**src/rtl/alu_pkg.sv**
```systemverilog
// Shared types and constants for the execute-stage ALU and multiply/divide unit.
package alu_pkg;

  localparam int unsigned MULDIV_N = 32;
  localparam int unsigned CNT_W    = $clog2(MULDIV_N) + 1;

  typedef enum logic [1:0] {
    OP_MULT  = 2'b00,
    OP_MULTU = 2'b01,
    OP_DIV   = 2'b10,
    OP_DIVU  = 2'b11
  } muldiv_op_t;

  typedef enum logic [1:0] {
    IDLE = 2'b00,
    RUN  = 2'b01,
    FIX  = 2'b10
  } muldiv_state_t;

endpackage

```
**src/rtl/muldiv_unit.sv**
```systemverilog
// Iterative MIPS MULT/MULTU/DIV/DIVU unit with architectural HI/LO registers.
// Operands are reduced to magnitudes at start, iterated N times through one
// shared N+1-bit adder, then sign-corrected in FIX before landing in HI/LO.
module muldiv_unit
  import alu_pkg::*;
#(
  parameter int unsigned N = MULDIV_N
) (
  input  logic         clk,
  input  logic         reset,
  input  logic         start,
  input  logic [1:0]   op,
  input  logic [N-1:0] a,
  input  logic [N-1:0] b,
  input  logic         hi_we,
  input  logic         lo_we,
  input  logic [N-1:0] wdata,
  output logic         busy,
  output logic         done,
  output logic [N-1:0] hi,
  output logic [N-1:0] lo
);

  localparam int unsigned CW = $clog2(N) + 1;
  localparam int unsigned AW = N + 2;

  muldiv_state_t state, state_d;

  logic           is_div, is_div_d;
  logic           neg_res, neg_res_d;
  logic           neg_rem, neg_rem_d;
  logic           dvz, dvz_d;
  logic [N-1:0]   opnd, opnd_d;
  logic [2*N-1:0] acc, acc_d;
  logic [N-1:0]   rem, rem_d;
  logic [CW-1:0]  cnt, cnt_d;
  logic [N-1:0]   hi_d, lo_d;
  logic           busy_d, done_d;

  logic [N:0]     shifted;
  logic [N:0]     add_x, add_y;
  logic           add_cin;
  logic [AW-1:0]  add_sum;
  logic           carry;

  muldiv_op_t     op_e;
  logic           sgn_op;
  logic           div_op;
  logic [N-1:0]   a_mag, b_mag;
  logic [2*N-1:0] prod;

  // Magnitude of x when interpreted as signed (only for signed ops).
  function automatic logic [N-1:0] mag(input logic [N-1:0] x, input logic sgn);
    return (sgn && x[N-1]) ? N'(~x + N'(1)) : x;
  endfunction

  // Conditional N-bit two's complement negate.
  function automatic logic [N-1:0] neg_n(input logic [N-1:0] x, input logic n);
    return n ? N'(~x + N'(1)) : x;
  endfunction

  // Conditional 2N-bit two's complement negate.
  function automatic logic [2*N-1:0] neg_2n(input logic [2*N-1:0] x, input logic n);
    return n ? (2*N)'(~x + (2*N)'(1)) : x;
  endfunction

  // Shared adder: shift-add for multiply, trial subtract for divide.
  always_comb begin
    shifted = {rem, acc[N-1]};
    if (is_div) begin
      add_x   = shifted;
      add_y   = ~{1'b0, opnd};
      add_cin = 1'b1;
    end else begin
      add_x   = {1'b0, acc[2*N-1:N]};
      add_y   = acc[0] ? {1'b0, opnd} : '0;
      add_cin = 1'b0;
    end
    add_sum = AW'(add_x) + AW'(add_y) + AW'(add_cin);
    carry   = add_sum[N+1];
  end

  // Start-time operand decode.
  always_comb begin
    op_e   = muldiv_op_t'(op);
    sgn_op = (op_e == OP_MULT) || (op_e == OP_DIV);
    div_op = (op_e == OP_DIV) || (op_e == OP_DIVU);
    a_mag  = mag(a, sgn_op);
    b_mag  = mag(b, sgn_op);
    prod   = neg_2n(acc, neg_res);
  end

  // Next-state and next-datapath logic.
  always_comb begin
    state_d   = state;
    is_div_d  = is_div;
    neg_res_d = neg_res;
    neg_rem_d = neg_rem;
    dvz_d     = dvz;
    opnd_d    = opnd;
    acc_d     = acc;
    rem_d     = rem;
    cnt_d     = cnt;
    hi_d      = hi;
    lo_d      = lo;
    busy_d    = busy;
    done_d    = 1'b0;

    unique case (state)
      IDLE: begin
        if (hi_we) hi_d = wdata;
        if (lo_we) lo_d = wdata;
        if (start) begin
          state_d   = RUN;
          busy_d    = 1'b1;
          is_div_d  = div_op;
          neg_res_d = sgn_op && (a[N-1] ^ b[N-1]);
          neg_rem_d = sgn_op && a[N-1];
          dvz_d     = (b == '0);
          opnd_d    = div_op ? b_mag : a_mag;
          acc_d     = {N'(0), div_op ? a_mag : b_mag};
          rem_d     = '0;
          cnt_d     = '0;
        end
      end
      RUN: begin
        if (is_div) begin
          // Partial remainder is N+1 bits wide but always settles below the divisor.
          rem_d        = carry ? add_sum[N-1:0] : shifted[N-1:0];
          acc_d[N-1:0] = {acc[N-2:0], carry};
        end else begin
          acc_d = {add_sum[N:0], acc[N-1:1]};
        end
        if (cnt == CW'(N - 1)) begin
          cnt_d   = '0;
          state_d = FIX;
        end else begin
          cnt_d = CW'(cnt + CW'(1));
        end
      end
      FIX: begin
        if (is_div) begin
          lo_d = dvz ? '1 : neg_n(acc[N-1:0], neg_res);
          hi_d = neg_n(rem, neg_rem);
        end else begin
          hi_d = prod[2*N-1:N];
          lo_d = prod[N-1:0];
        end
        done_d  = 1'b1;
        busy_d  = 1'b0;
        state_d = IDLE;
      end
      default: begin
        state_d = IDLE;
        busy_d  = 1'b0;
      end
    endcase
  end

  // State register.
  always_ff @(posedge clk or posedge reset) begin
    if (reset) state <= IDLE;
    else       state <= state_d;
  end

  // Datapath and architectural registers.
  always_ff @(posedge clk or posedge reset) begin
    if (reset) begin
      is_div  <= 1'b0;
      neg_res <= 1'b0;
      neg_rem <= 1'b0;
      dvz     <= 1'b0;
      opnd    <= '0;
      acc     <= '0;
      rem     <= '0;
      cnt     <= '0;
      hi      <= '0;
      lo      <= '0;
      busy    <= 1'b0;
      done    <= 1'b0;
    end else begin
      is_div  <= is_div_d;
      neg_res <= neg_res_d;
      neg_rem <= neg_rem_d;
      dvz     <= dvz_d;
      opnd    <= opnd_d;
      acc     <= acc_d;
      rem     <= rem_d;
      cnt     <= cnt_d;
      hi      <= hi_d;
      lo      <= lo_d;
      busy    <= busy_d;
      done    <= done_d;
    end
  end

endmodule

```
**config.mk**
```make
export PLATFORM = sky130hd
export DESIGN_NAME = muldiv_unit
export DESIGN_NICKNAME = d
export VERILOG_FILES = /design/src/rtl/alu_pkg.sv /design/src/rtl/muldiv_unit.sv
export SDC_FILE = /design/constraint.sdc
export NUM_CORES = 1
export LEC_CHECK = 0
export CAP_MARGIN = 30
export CORE_ASPECT_RATIO = 1.5
export CORE_MARGIN = 2
export CORE_UTILIZATION = 50
export CTS_CLUSTER_DIAMETER = 150
export DETAILED_ROUTE_END_ITERATION = 12
export PLACE_DENSITY = 0.81
export REMOVE_ABC_BUFFERS = 1
export SLEW_MARGIN = 10
export SYNTH_ARGS = -nofsm -noshare
export SYNTH_HDL_FRONTEND = slang
export SYNTH_SLANG_ARGS = --single-unit
```
**constraint.sdc**
```tcl
create_clock -name clk -period 9 [get_ports clk]
set_input_delay 0.9 -clock clk [delete_from_list [all_inputs] [get_ports clk]]
set_output_delay 0.9 -clock clk [all_outputs]
set_load 0.01 [all_outputs]
```
After elaboration in Yosys (flattened, before gate mapping)
Cells that the tools add are included.
{ "word_totals": {"regBits": 206, "in_bits": 103, "output_inout_bits": 66} }
{ "op_classes": {"add_sub_neg": 8, "eq_ne": 11, "mux": 35, "bitwise": 8, "n_reduce_logical": 18} }
{ "ops": {"columns": ["operator", "count"], "rows": [
  ["32-bit 2-to-1 mux", 17],
  ["32-bit one-hot mux with 2 select lines", 3],
  ["32-bit by 1-bit adder with 32-bit output, second input constant", 4],
  ["64-bit 2-to-1 mux", 2],
  ["32-bit inverter", 4],
  ["64-bit one-hot mux with 2 select lines", 1],
  ["33-bit 2-to-1 mux", 2],
  ["64-bit by 1-bit adder with 64-bit output, second input constant", 1],
  ["64-bit inverter", 1],
  ["33-bit by 33-bit adder with 34-bit output", 1],
  ["34-bit by 1-bit adder with 34-bit output", 1],
  ["32-bit inverter with 33-bit output", 1],
  ["32-bit zero test", 1],
  ["6-bit 2-to-1 mux", 2],
  ["2-bit != test, second input constant", 6],
  ["6-bit one-hot mux with 2 select lines", 1],
  ["2-bit AND reduction", 6],
  ["6-bit by 1-bit adder with 6-bit output, second input constant", 1],
  ["2-bit equality test, second input constant", 3],
  ["6-bit by 5-bit equality test with 1-bit output, second input constant", 1],
  ["3-bit AND reduction", 2],
  ["2-bit zero test", 2],
  ["2-bit 2-to-1 mux", 2],
  ["2-bit one-hot mux with 2 select lines", 1],
  ["8 further kinds", 14]
]} }

Logic depth before layout (Yosys ltp)
{ "logic_depth": {"depth_word": 7, "mapped_depth": 17} }

Least setup slack after synthesis
OpenSTA, ideal clock, no wires.
{ "synth_path": {"path_kind": "reg2reg", "from": "register is_div", "to": "register rem[27]", "setup_time_ns": 0.065, "t_arrival_ns": 4.403, "slack_ns": 4.533, "path_stages_with_launch": 17, "period_less_slack_ns": 4.467, "path_cell_list": "dfrtp_1 -> clkbuf_1 -> clkbuf_1 -> buf_1 -> buf_1 -> mux2_2 -> ha_1 -> clkbuf_1 -> a21o_1 -> a22oi_1 -> o32a_1 -> a21oi_1 -> o31ai_1 -> and2_1 -> clkbuf_1 -> a32o_1 -> a31o_2"} }
{ "synth_via": {"elab_chain_cells": 6, "word_cells_on_any_way": 10, "cone_classes": "add/sub (2); eq/ne (1); mux (6); reduce/logical (1)"} }
{ "synth_rtl": {"columns": ["element", "line_no", "rtl"], "rows": [
  ["start, declared", "muldiv_unit.sv:29", "logic is_div, is_div_d;"],
  ["start signal, assigned", "muldiv_unit.sv:182", "is_div <= is_div_d;"],
  ["33-bit 2-to-1 mux", "muldiv_unit.sv:70", "if (is_div) begin"],
  ["33-bit by 33-bit adder with 34-bit output", "muldiv_unit.sv:79", "add_sum = AW'(add_x) + AW'(add_y) + AW'(add_cin);"],
  ["34-bit by 1-bit adder with 34-bit output", "muldiv_unit.sv:79", null],
  ["32-bit 2-to-1 mux", "muldiv_unit.sv:129", "rem_d = carry ? add_sum[N-1:0] : shifted[N-1:0];"],
  ["32-bit 2-to-1 mux", "muldiv_unit.sv:127", "if (is_div) begin"],
  ["32-bit one-hot mux with 2 select lines", "muldiv_unit.sv:109", "unique case (state)"],
  ["end signal, assigned", "muldiv_unit.sv:188", "rem <= rem_d;"],
  ["end, declared", "muldiv_unit.sv:35", "logic [N-1:0] rem, rem_d;"]
]} }
Parallel ways exist; a longest one is shown, timed or not. The select of a mux whose other input is x is not followed.
A chain may end at the register's enable or synchronous reset.

Worst setup path in the final report
{ "layout_path": {"from": "register is_div", "to": "register rem[0]"} }
Same word-level chain as after synthesis.

==> run metrics <==
CTS sink count 206; final estimated routing congestion in global placement 1.01; routed len/inst 23.1 um; sink of the worst hold path lo[29]; clock insertion delay at the later pin of the skew report 0.53 ns; Setup CP Type reg2reg; number of synthesized flops with an enable pin 0; remaining global-route overflow 0; number of cells on the worst reg-to-reg path 12; # setup viols final 0; worst setup slack before clock tree synthesis 3.87 ns; category of the worst setup path capture point flop; area share of the largest cell type after synthesis 33.0%; highest ir drop seen on vdd 177 uV; antenna-violating nets left 0; endpoints failing hold 0; worst hold stages 2; element type at the critical path start flop; GRT Total Usage 33.7%; number of antenna diodes 0; # Max-Cap Violations 0; synthesized instance count 1,918; top cells by area in the synthesized netlist dfrtp_1, o21ai_0, nand2_1; setup skew after layout 0.0278 ns; starting DRC count in detailed routing 1,826; total wire length after detailed routing 55,800 um; post-DR vias/cell 6.53; r2r setup slk 3.72 ns; Die Ht 220 um; clock-pin slew of the registers on the worst-case setup and hold paths 0.06 ns; run status completed; class of the tightest hold or removal check reg2reg; layout overhead on the synthesized area 17.1%; number of detailed-route iterations in the first pass 8; startpoint of the worst hold path lo[29]; min cycle time layout 5.28 ns; worst-margin pin slew 0.968 ns; NumNets Final 2,140; worst path arrival time 5.71 ns; power density relative to cell area 358 mW/mm^2; area of the die 0.0327 mm^2; Highest Clock Rate 189 MHz; Post-Syn Area per Cell 8.14 um^2; post_cts resized 0; largest fanout on the critical path 45; fraction of final layout cells sized beyond drive strength 1 6.71%; static leakage power 0.00744 uW; Max transition margin 35.3%; via count of the first global-routing pass 15,300; Post-CTS Repair Setup Buffers 0; FF+latch count, synth 206; setup repair after global routing missed its margin false; maximum number of pins on one net before global-route repair 103; TritonCTS clock tree built; setup slack after layout 3.72 ns; initial core utilization 50.5%; Core Box Area 0.0309 mm^2; proportion of synthesized chip area in sequential cells 33.0%; warning count from the yosys run 0; Die W 148 um; placed wire-length estimate after detailed placement 41,900 um; count of different cell masters after synthesis 80; async set-reset flop share out of synthesis 100%; cts-stage hold buffer count 0; library cell with the largest summed area after synthesis dfrtp_1; wire length of the first global-routing pass 86,500 um; Placement Rows 79; Total Neg Setup Slack 0 ns; Longest Clk Path Bufs 3; number of vias after detailed routing 15,800; root buffer cell clkbuf_16; number of buffers added by the clock tree synthesis step 22; final cycle utilization of the critical path 58.7%; worst endpoint required time 9.43 ns; Syn Std Cell Area 0.0156 mm^2; origin of the critical flop-to-flop path is_div; IO Pins 169; total count of max-transition violations in the final report 0; htree depth 1; number of buffers added on ports 168; number of antenna violations at the first check in global routing 1; prevailing post-synth register cell dfrtp_1; endpoint of the most critical register-to-register path rem[0]; DRC errors left 0
## through the flow
stage	area (um^2)	hold slack [ns]	util [%]	power, uW	cells
3_3_place_gp	17500	0.465	56.4	5350	2374
6_report	18300	0.480	59.1	6560	2416
5_1_grt	18300	0.508	59.1	6940	2416
2_1_floorplan	15100	0.455	-	4120	1780
4_1_cts	18300	0.483	59.0	6440	2414
3_5_place_dp	17500	0.470	56.6	5450	2377
## cell usage in the layout, fill, tap and decap left out, types with 18 or more instances in the layout
cell | Yosys | layout
xnor2_1 | 104 | 104
a21oi_1 | 135 | 135
mux2i_1 | 65 | 65
o31ai_1 | 38 | 38
nand3_1 | 32 | 32
a21o_1 | 19 | 19
mux2_2 | 37 | 37
clkdlybuf4s50_1 | 0 | 167
dfrtp_1 | 206 | 204
xor2_1 | 73 | 73
or4_1 | 18 | 18
a22o_1 | 30 | 30
o21ai_0 | 228 | 228
nor2_1 | 138 | 135
nor3_1 | 23 | 23
clkbuf_16 | 0 | 22
or3_1 | 34 | 34
a31oi_1 | 22 | 22
nand2_1 | 265 | 264
o22ai_1 | 34 | 34
ha_1 | 37 | 37
inv_1 | 23 | 22
buf_4 | 0 | 23
## Yosys cell counts (6+ instances only)
master    number
o22a_1         8
mux2i_1       65
a21o_1        19
or2_2          8
buf_1         12
a31oi_1       22
xnor2_1      104
o221ai_1      14
o21ai_0      228
xor2_1        73
nand2_1      265
a211oi_1       8
buf_2          6
a21oi_1      135
nand2b_1      17
or3_1         34
ha_1          37
dfrtp_1      206
o31ai_1       38
a31o_2         6
or4_1         18
nand3_1       32
clkbuf_1     118
inv_1         23
o21a_1         6
a22o_1        30
o22ai_1       34
a221oi_1       7
nor2b_1        9
o41ai_1       17
mux2_2        37
nor3_1        23
and3_1        16
o211ai_1       8
nor2_1       138
nor4_1        14
## sequential cells by signal (all words and copies together) (netlist names)
signal,count
acc,64
busy,1
cnt,6
done,1
dvz,1
hi,32
is_div,1
lo,32
neg_rem,1
neg_res,1
opnd,32
rem,32
state,2
## layer usage
layer / vias to the layer above / wire (um) / track usage, %
met5: - / 15 / 0
met4: 2 / 4800 / 23.3
met3: 264 / 3960 / 3.84
met2: 865 / 27100 / 57.8
met1: 7513 / 19900 / 39.6
li1: 7129 / - / -
## critical path, cell delays in order (launching register included)
cell and delay [ns]:
dfrtp_4 0.83, buf_4 0.64, mux2_2 0.41, ha_1 0.39, a21oi_1 0.32, o22ai_1 0.15, o41ai_1 0.36, o21ai_0 0.27
o31ai_1 0.84, nand2_1 0.11, buf_4 0.33, and2_1 0.23, o31ai_1 0.20
## area by class of cell
type | instances | area, um^2
multi-input combinational | 1550 | 9860
inverter | 24 | 97.6
timing repair buffer | 194 | 1910
fill | 2691 | 12600
tap | 405 | 507
clock buffer | 27 | 589
sequential | 206 | 5160
clock inverter | 10 | 165
## cells by family after synthesis
logic type | synth area share, %
AND/OR/NAND/NOR | 18.1
flip-flops | 33.0
adder cells (fa/ha/maj) | 3.22
buffers and inverters | 4.00
multiplexers | 6.83
XOR/XNOR | 9.93
AO/OA/AOI/OAI | 24.9
## power breakdown
part | switching (uW) | internal [uW]
Sequential | 650 | 1300
Clock | 394 | 580
Combinational | 2100 | 1530
Total | 3150 | 3410
## how the worst max path moves through the flow
stage	end	start	slack [ns]
finish	rem[0]	is_div	3.72
global route	rem[1]	is_div	3.34
CTS	rem[10]	is_div	3.82
detailed placement	rem[0]	is_div	3.87
global placement	rem[0]	is_div	4.06
floorplan	rem[0]	is_div	1.72
Power figures use the tool's default switching activity.
